$ cat src/rtl/tetris_pkg.sv
// Shared playfield constants and the line-clear FSM state type.
package tetris_pkg;

  localparam int FIELD_WIDTH     = 10;
  localparam int FIELD_HEIGHT    = 20;
  localparam int ROW_ADDR_W      = $clog2(FIELD_HEIGHT);
  localparam int MAX_CLEAR_LINES = 4;
  localparam int LINES_CNT_W     = 3;

  typedef enum logic [1:0] {
    IDLE,
    SCAN,
    FILL,
    REPORT
  } line_clear_state_t;

  // The score table only has entries for 0..MAX_CLEAR_LINES cleared rows.
  function automatic logic [LINES_CNT_W-1:0] clamp_lines(input int unsigned cnt);
    return (cnt > MAX_CLEAR_LINES) ? LINES_CNT_W'(MAX_CLEAR_LINES) : LINES_CNT_W'(cnt);
  endfunction

endpackage

$ cat src/rtl/tetris_line_clear.sv
// Removes full rows from the playfield RAM in one bottom-to-top pass, compacting the
// survivors downward and zero-filling the top, then reports how many rows vanished.
module tetris_line_clear #(
  parameter int FIELD_WIDTH  = tetris_pkg::FIELD_WIDTH,
  parameter int FIELD_HEIGHT = tetris_pkg::FIELD_HEIGHT,
  parameter int ROW_ADDR_W   = $clog2(FIELD_HEIGHT)
) (
  input  logic                   clk,
  input  logic                   srst_i,
  input  logic                   start_i,
  output logic                   busy_o,
  output logic                   done_o,
  output logic                   row_rd_en_o,
  output logic [ROW_ADDR_W-1:0]  row_rd_addr_o,
  input  logic [FIELD_WIDTH-1:0] row_rd_data_i,
  output logic                   row_wr_en_o,
  output logic [ROW_ADDR_W-1:0]  row_wr_addr_o,
  output logic [FIELD_WIDTH-1:0] row_wr_data_o,
  output logic [2:0]             disappear_lines_cnt_o,
  output logic                   update_stat_en_o
);
  import tetris_pkg::*;

  localparam int CNT_W = ROW_ADDR_W + 1;

  line_clear_state_t state_q, state_d;

  logic [CNT_W-1:0]       rd_ptr_q, rd_ptr_d;
  logic [ROW_ADDR_W-1:0]  wr_ptr_q, wr_ptr_d;
  logic [CNT_W-1:0]       cnt_q, cnt_d;
  logic                   rd_valid_q, rd_valid_d;
  logic [ROW_ADDR_W-1:0]  rd_row_q, rd_row_d;
  logic                   wr_en_q, wr_en_d;
  logic [ROW_ADDR_W-1:0]  wr_addr_q, wr_addr_d;
  logic [FIELD_WIDTH-1:0] wr_data_q, wr_data_d;
  logic [2:0]             lines_cnt_q, lines_cnt_d;

  logic rd_issue;
  logic row_full;
  logic last_row;

  always_comb begin
    rd_issue = (state_q == SCAN) && (rd_ptr_q < CNT_W'(FIELD_HEIGHT));
    row_full = &row_rd_data_i;
    last_row = rd_valid_q && (rd_row_q == ROW_ADDR_W'(FIELD_HEIGHT - 1));
  end

  always_ff @(posedge clk) begin
    if (srst_i) begin
      state_q <= IDLE;
    end else begin
      state_q <= state_d;
    end
  end

  always_comb begin
    state_d = state_q;
    unique case (state_q)
      IDLE:    if (start_i) state_d = SCAN;
      SCAN:    if (last_row) state_d = (cnt_d != '0) ? FILL : REPORT;
      FILL:    if (wr_ptr_q == ROW_ADDR_W'(FIELD_HEIGHT - 1)) state_d = REPORT;
      REPORT:  state_d = IDLE;
      default: state_d = IDLE;
    endcase
  end

  // Read data returns one cycle late, so the row index travels alongside in rd_row_q;
  // the write pointer therefore never overtakes the row currently being read.
  always_comb begin
    rd_ptr_d    = rd_ptr_q;
    wr_ptr_d    = wr_ptr_q;
    cnt_d       = cnt_q;
    rd_valid_d  = rd_issue;
    rd_row_d    = rd_ptr_q[ROW_ADDR_W-1:0];
    wr_en_d     = 1'b0;
    wr_addr_d   = wr_addr_q;
    wr_data_d   = wr_data_q;
    lines_cnt_d = lines_cnt_q;
    unique case (state_q)
      IDLE: begin
        if (start_i) begin
          rd_ptr_d = '0;
          wr_ptr_d = '0;
          cnt_d    = '0;
        end
      end
      SCAN: begin
        if (rd_issue) rd_ptr_d = rd_ptr_q + CNT_W'(1);
        if (rd_valid_q) begin
          if (row_full) begin
            cnt_d = cnt_q + CNT_W'(1);
          end else begin
            wr_en_d   = 1'b1;
            wr_addr_d = wr_ptr_q;
            wr_data_d = row_rd_data_i;
            wr_ptr_d  = wr_ptr_q + ROW_ADDR_W'(1);
          end
        end
      end
      FILL: begin
        wr_en_d   = 1'b1;
        wr_addr_d = wr_ptr_q;
        wr_data_d = '0;
        wr_ptr_d  = wr_ptr_q + ROW_ADDR_W'(1);
      end
      default: ;
    endcase
    if ((state_d == REPORT) && (state_q != REPORT)) lines_cnt_d = clamp_lines(int'(cnt_d));
  end

  always_ff @(posedge clk) begin
    if (srst_i) begin
      rd_ptr_q    <= '0;
      wr_ptr_q    <= '0;
      cnt_q       <= '0;
      rd_valid_q  <= 1'b0;
      rd_row_q    <= '0;
      wr_en_q     <= 1'b0;
      wr_addr_q   <= '0;
      wr_data_q   <= '0;
      lines_cnt_q <= '0;
    end else begin
      rd_ptr_q    <= rd_ptr_d;
      wr_ptr_q    <= wr_ptr_d;
      cnt_q       <= cnt_d;
      rd_valid_q  <= rd_valid_d;
      rd_row_q    <= rd_row_d;
      wr_en_q     <= wr_en_d;
      wr_addr_q   <= wr_addr_d;
      wr_data_q   <= wr_data_d;
      lines_cnt_q <= lines_cnt_d;
    end
  end

  always_comb begin
    busy_o                = (state_q != IDLE);
    done_o                = (state_q == REPORT);
    update_stat_en_o      = (state_q == REPORT);
    row_rd_en_o           = rd_issue;
    row_rd_addr_o         = rd_issue ? rd_ptr_q[ROW_ADDR_W-1:0] : '0;
    row_wr_en_o           = wr_en_q;
    row_wr_addr_o         = wr_addr_q;
    row_wr_data_o         = wr_data_q;
    disappear_lines_cnt_o = lines_cnt_q;
  end

endmodule

$ cat config.mk
export PLATFORM = sky130hd
export DESIGN_NAME = tetris_line_clear
export DESIGN_NICKNAME = d
export VERILOG_FILES = /design/src/rtl/tetris_pkg.sv /design/src/rtl/tetris_line_clear.sv
export SDC_FILE = /design/constraint.sdc
export NUM_CORES = 1
export LEC_CHECK = 0
export CAP_MARGIN = 20
export CORE_MARGIN = 8
export CORE_UTILIZATION = 56
export DETAILED_ROUTE_END_ITERATION = 7
export PLACE_DENSITY_LB_ADDON = 0.12
export REMOVE_ABC_BUFFERS = 1
export SLEW_MARGIN = 15
export SYNTH_ARGS = -nofsm -noshare
export SYNTH_HDL_FRONTEND = slang
export SYNTH_SLANG_ARGS = --single-unit
export TNS_END_PERCENT = 5
$ cat constraint.sdc
create_clock -name clk -period 6.09 [get_ports clk]
set_clock_uncertainty 0.1 [all_clocks]
set_input_delay 0.9135 -clock clk [delete_from_list [all_inputs] [get_ports clk]]
set_output_delay 0.9135 -clock clk [all_outputs]
set_load 0.02 [all_outputs]
==> flow_summary.yaml, run 1 <==
run_status:
  status: "finished clean"
floorplan:
  io_pins: 41
  dieArea_sq_mm: 0.00621
  fp.dieH_um: 78.8
  coreArea_sq_mm: 0.00388
  std_cell_rows: 23
  start_util_pct: 56.9
  fp.dieW_um: 78.8
sta:
  setup_ws_ps: 2230
  period_minus_slack_ps: 3860
  rsz0062_at_grt: "false"
  final-hold-violation-count: 0
  post-route-period-util_pct: 63.4
  worst_pin_slew_ps: 723
  relSlewSlack_pct: 51.8
  drv_slew: 0
  setup_violations: 0
  max_freq_mhz: 259
  tns_ps: 0
cells_and_area:
  fin_util_pct: 69.1
  finalNetCount: 299
  drive_gt1_share_pct: 7.91
  antennaDiodeCount: 0
  stdcell_count: 328
  syn_to_final_growth_pct: 21.5
routing:
  drt-pass1-iter-count: 4
  wire_per_inst_um: 14.5
  drt_iter0_drc: 80
  drc: 0
  vias_per_cell: 5.53
  ant_nets: 0
  vias: 1813
  routed_wl_mm: 4.76
critical_path:
  start_kind: "flop"
  r2r_cells: 6
  cp.required_ps: 5080
  crit_path_top_delay_cell: "ha_1"
  r2r-end: "row_wr_data_o[7]"
  critPathArrivalTime_ps: 2850
  cp_max_fo: 18
  critPathCaptureType: "output port"
  crit-reg2reg-launch: "state_q[0]"
  cp_slowest_stage_delay_ps: 680
  cp_cell_sequence: "ha_1 -> inv_1 -> nor2_1 -> and2_1 -> clkdlybuf4s50_1"
  worstSetupPathType: "flop to output port"
  r2r_slack_ps: 3350
clock_network:
  cts_buffers: 5
  clock_path_buffers: 2
  clock_latency_ps: 290
  post_cts_buffers: 0
  cts_tree: "yes"
  cts_hold_buf: 0
  cts.clk_slew.worst_paths_ps: 80
  root_buffer: "clkbuf_8"
  cts_resized: 0
  cts-htree-levels: 2
  clock-sinks: 44
hold_path:
  hold_path_end: "disappear_lines_cnt_o[0]"
  worstHoldPathCells: 2
  hp-start: "disappear_lines_cnt_o[0]"
  hold_path.class: "flop to flop"
grt:
  track_usage_pct: 15.5
  grt_pass1_wl_mm: 7.85
  grt_overflow_total: 0
  antenna_found_initial: 0
  grt_pass1_vias: 1652
  grt_max_degree: 39
job:
  drv_cap: 0
placed_design:
  dp.cells: 321
  port-buffer-count: 40
  dp_slack_ps: 2560
  gp_congestion: 0.829
  hpwl_mm: 3.39
synth:
  syn_avg_cell_area_sq_um: 9.02
  yosysTopAreaCell: "dfxtp_1"
  ys_types: 54
  yosysSeqAreaShare_pct: 39.8
  syn-cell-area_sq_mm: 0.00221
  netlist_instances: 245
  synth_ff_type: "dfxtp_1"
  yosysMostFrequentCell: "dfxtp_1"
  synth-seq-cells: 44
  netlist_top_cells_area: "dfxtp_1 40%, nor2_1 6.8%, a22oi_1 5.1%, ha_1 4.5%, a21oi_1 2.9%"
  yosys_warnings: 0
  synth_edf_count: 0
  yosysTopAreaCellShare_pct: 39.8
  synth_common_cells: "44 x dfxtp_1, 40 x nor2_1, 15 x a22oi_1, 13 x a21oi_1, 11 x inv_1"
  async_flop_share_pct: 0
power:
  power.leakage_nw: 1.02
  p_per_area_mw_per_mm2: 202
  ir_drop_mv: 0.173
cell usage in the layout, fill, tap and decap left out, drive strengths merged, types with 7 or more instances in the layout:
cell	count
a22oi	15
nand2	9
dfxtp	44
nor2	40
inv	12
ha	8
nand4	9
mux2i	7
a21oi	14
clkdlybuf4s50	40
power by group:
part	total, mW	internal, mW	switching (mW)
clock	0.170	0.0780	0.0921
sequential	0.297	0.292	0.00488
combinational	0.0752	0.0301	0.0451
total	0.542	0.400	0.142
critical path, delay by kind of cell, from the launching register on:
| family | cells | cell delay, ps |
|---|---|---|
| buf+inv | 2 | 860 |
| flops | 1 | 460 |
| fa+ha+maj | 1 | 680 |
| simple gates | 2 | 560 |
through the flow:
step	total power, mW	hold WS, ps	area [sq um]
5_1_grt	0.567	390	2690
3_5_place_dp	0.378	359	2610
4_1_cts	0.546	370	2690
6_report	0.542	366	2690
3_3_place_gp	0.377	348	2610
2_1_floorplan	0.347	374	2140
cell families after synthesis:
logic type | count (synthesis) | share of synthesized area, %
and+or+nand+nor | 92 | 21.9
DFF | 44 | 39.8
xor gates and xnor gates | 8 | 3.17
adders and majority gates | 8 | 4.53
AOI/OAI and AO/OA | 56 | 20.0
buffers and inverters | 27 | 5.32
muxes | 10 | 5.26
flip-flops by register name (all words and copies together), names as in the netlist:
name,cells
disappear_lines_cnt_o,3
row_wr_data_o,10
rd_valid_q,1
cnt_q,6
rd_ptr_q,6
row_wr_en_o,1
state_q,2
rd_row_q,5
row_wr_addr_o,5
wr_ptr_q,5
layout make-up:
cell class	count	area (sq um)
multi-input cells	174	1210
clock buffers	6	72.6
fillers	334	1200
inverters	12	45.0
well taps	50	62.6
repair buffers	41	408
clock inverters	1	5.00
flip-flops and latches	44	881
routing by layer:
metal	part of all wire, %	routed length, um	global-route usage (%)
met5	0	0	0
met1	50	2360	20.1
met3	3.7	177	3.50
met4	1.4	68	6.11
met2	45	2160	24.4
worst max-delay path by stage:
stage	to	cells after the start	start	slack (ps)
3_3_place_gp	row_rd_addr_o[1]	5	state_q[0]	2690
5_1_grt	row_rd_addr_o[4]	5	state_q[0]	2040
4_1_cts	row_rd_addr_o[4]	5	state_q[0]	2230
2_1_floorplan	row_rd_addr_o[0]	4	state_q[0]	3210
6_report	row_rd_addr_o[0]	5	state_q[0]	2230
3_5_place_dp	row_rd_addr_o[0]	5	state_q[0]	2560
Note: power is estimated with default switching activity, not from simulation.
==> inputs of run 2 (changes only) <==
CORE_UTILIZATION = 52   (was 56)
clock period = 4 ns   (was 6.09 ns; I/O delays follow)
==> flow_summary.yaml, run 2 (same netlist as run 1, synthesis figures left out) <==
sta:
  worst_pin_slew_ps: 686
  setup_violations: 0
  period_minus_slack_ps: 2950
  rsz0062_at_grt: "false"
  final-hold-violation-count: 0
  relSlewSlack_pct: 54.1
  max_freq_mhz: 339
  tns_ps: 0
  drv_slew: 0
  post-route-period-util_pct: 73.7
critical_path:
  critPathCaptureType: "output port"
  cp.required_ps: 3300
  crit-reg2reg-launch: "state_q[0]"
  critPathArrivalTime_ps: 2250
  cp_max_fo: 7
  worstSetupPathType: "flop to output port"
  start_kind: "flop"
  r2r_cells: 8
  r2r-end: "state_q[0]"
  r2r_slack_ps: 1420
placed_design:
  gp_congestion: 0.775
  port-buffer-count: 40
  hpwl_mm: 3.53
floorplan:
  fp.dieW_um: 81.2
  io_pins: 41
  fp.dieH_um: 81.2
  coreArea_sq_mm: 0.00406
  start_util_pct: 54.5
  std_cell_rows: 23
  dieArea_sq_mm: 0.00659
cells_and_area:
  finalNetCount: 300
  drive_gt1_share_pct: 8.57
  layout_common_cells: "44 x dfxtp_1, 40 x nor2_1, 40 x clkdlybuf4s50_1, 15 x a22oi_1, 13 x a21oi_1"
  antennaDiodeCount: 0
  multi_input_area_sq_mm: 0.00121
  seq_area_sq_um: 881
  fillCellCount: 348
  mostFrequentLayoutCell: "dfxtp_1"
  largest_reg_flops: 10
  syn_to_final_growth_pct: 22.6
hold_path:
  hp-start: "disappear_lines_cnt_o[0]"
  hold_path_end: "disappear_lines_cnt_o[0]"
  hold_path.class: "flop to flop"
  worstHoldPathCells: 2
clock_network:
  clock_path_buffers: 2
  post_cts_buffers: 0
  cts_tree: "yes"
  cts-htree-levels: 2
  cts_hold_buf: 0
  root_buffer: "clkbuf_8"
  cts.clk_slew.worst_paths_ps: 80
  clock_latency_ps: 290
  clock-sinks: 44
  cts_buffers: 5
  cts_resized: 0
routing:
  wl_met2_mm: 2.31
  wire_per_inst_um: 15.0
  drt_iter0_drc: 88
  routed.top_layer: "met4"
  met1_length_mm: 2.25
  vias_per_cell: 5.62
  routed_wl_mm: 4.95
  vias: 1854
  dr_wl_met3_um: 323
  ant_nets: 0
  drc: 0
  drt-pass1-iter-count: 4
job:
  drv_cap: 0
grt:
  grt_overflow_total: 0
  antenna_found_initial: 0
  grt_pass1_vias: 1711
  grt_pass1_wl_mm: 8.11
  grt_max_degree: 26
  track_usage_pct: 15.1
run_status:
  status: "finished clean"
power:
  power.leakage_nw: 1.02
  ir_drop_mv: 0.286
  p_per_area_mw_per_mm2: 317
  finalPower_mw: 0.859
run 2: cell count changes in the layout (fill, tap and decap cells not counted):
cell        change
clkbuf_8        +1
buf_4           +1
clkinvlp_4      +1
clkinv_2        -1
run 2: where the power goes:
group          switching (mW)  internal (mW)  leakage [nW]
combinational          0.0698         0.0468         0.625
clock                   0.150          0.140        0.0445
sequential            0.00790          0.444         0.355
run 2: how the worst max path moves through the flow:
stage / start / cells after the start / end
detailed placement: row_rd_data_i[2] / 7 / state_q[0]
finish: state_q[0] / 5 / row_rd_addr_o[1]
floorplan: state_q[0] / 4 / row_rd_addr_o[0]
CTS: state_q[0] / 5 / row_rd_addr_o[1]
global route: state_q[0] / 5 / row_rd_addr_o[2]
global placement: row_rd_data_i[3] / 7 / state_q[0]
run 2: area by class of cell:
cell class	instances	share of cell area, %
multi-input cells	174	44.7
flip-flops and latches	44	32.5
repair buffers	42	15.3
clock buffers	7	3.19
well taps	50	2.31
inverters	12	1.66
clock inverters	1	0.277
run 2: metal layers:
metal	GRT usage, %	up-vias
met4	4.29	0
li1	-	940
met3	4.75	6
met2	24.7	38
met5	0	-
met1	18.6	870
run 2: critical path, cell delays in order (launching register included):
cell and delay, ps:
dfxtp_1 470, ha_1 230, inv_1 130, nor2_1 340, and2_1 180, clkdlybuf4s50_1 610
run 2: per-stage QoR:
step | instance area (sq um) | util [%] | cells | hold WS (ps) | setup slack [ps]
2_1_floorplan | 2140 | - | 230 | 374 | 1430
3_3_place_gp | 2620 | 64.5 | 322 | 354 | 1110
3_5_place_dp | 2620 | 64.5 | 322 | 355 | 1060
4_1_cts | 2710 | 66.8 | 330 | 368 | 1050
5_1_grt | 2710 | 66.8 | 330 | 387 | 904
6_report | 2710 | 66.8 | 330 | 364 | 1050
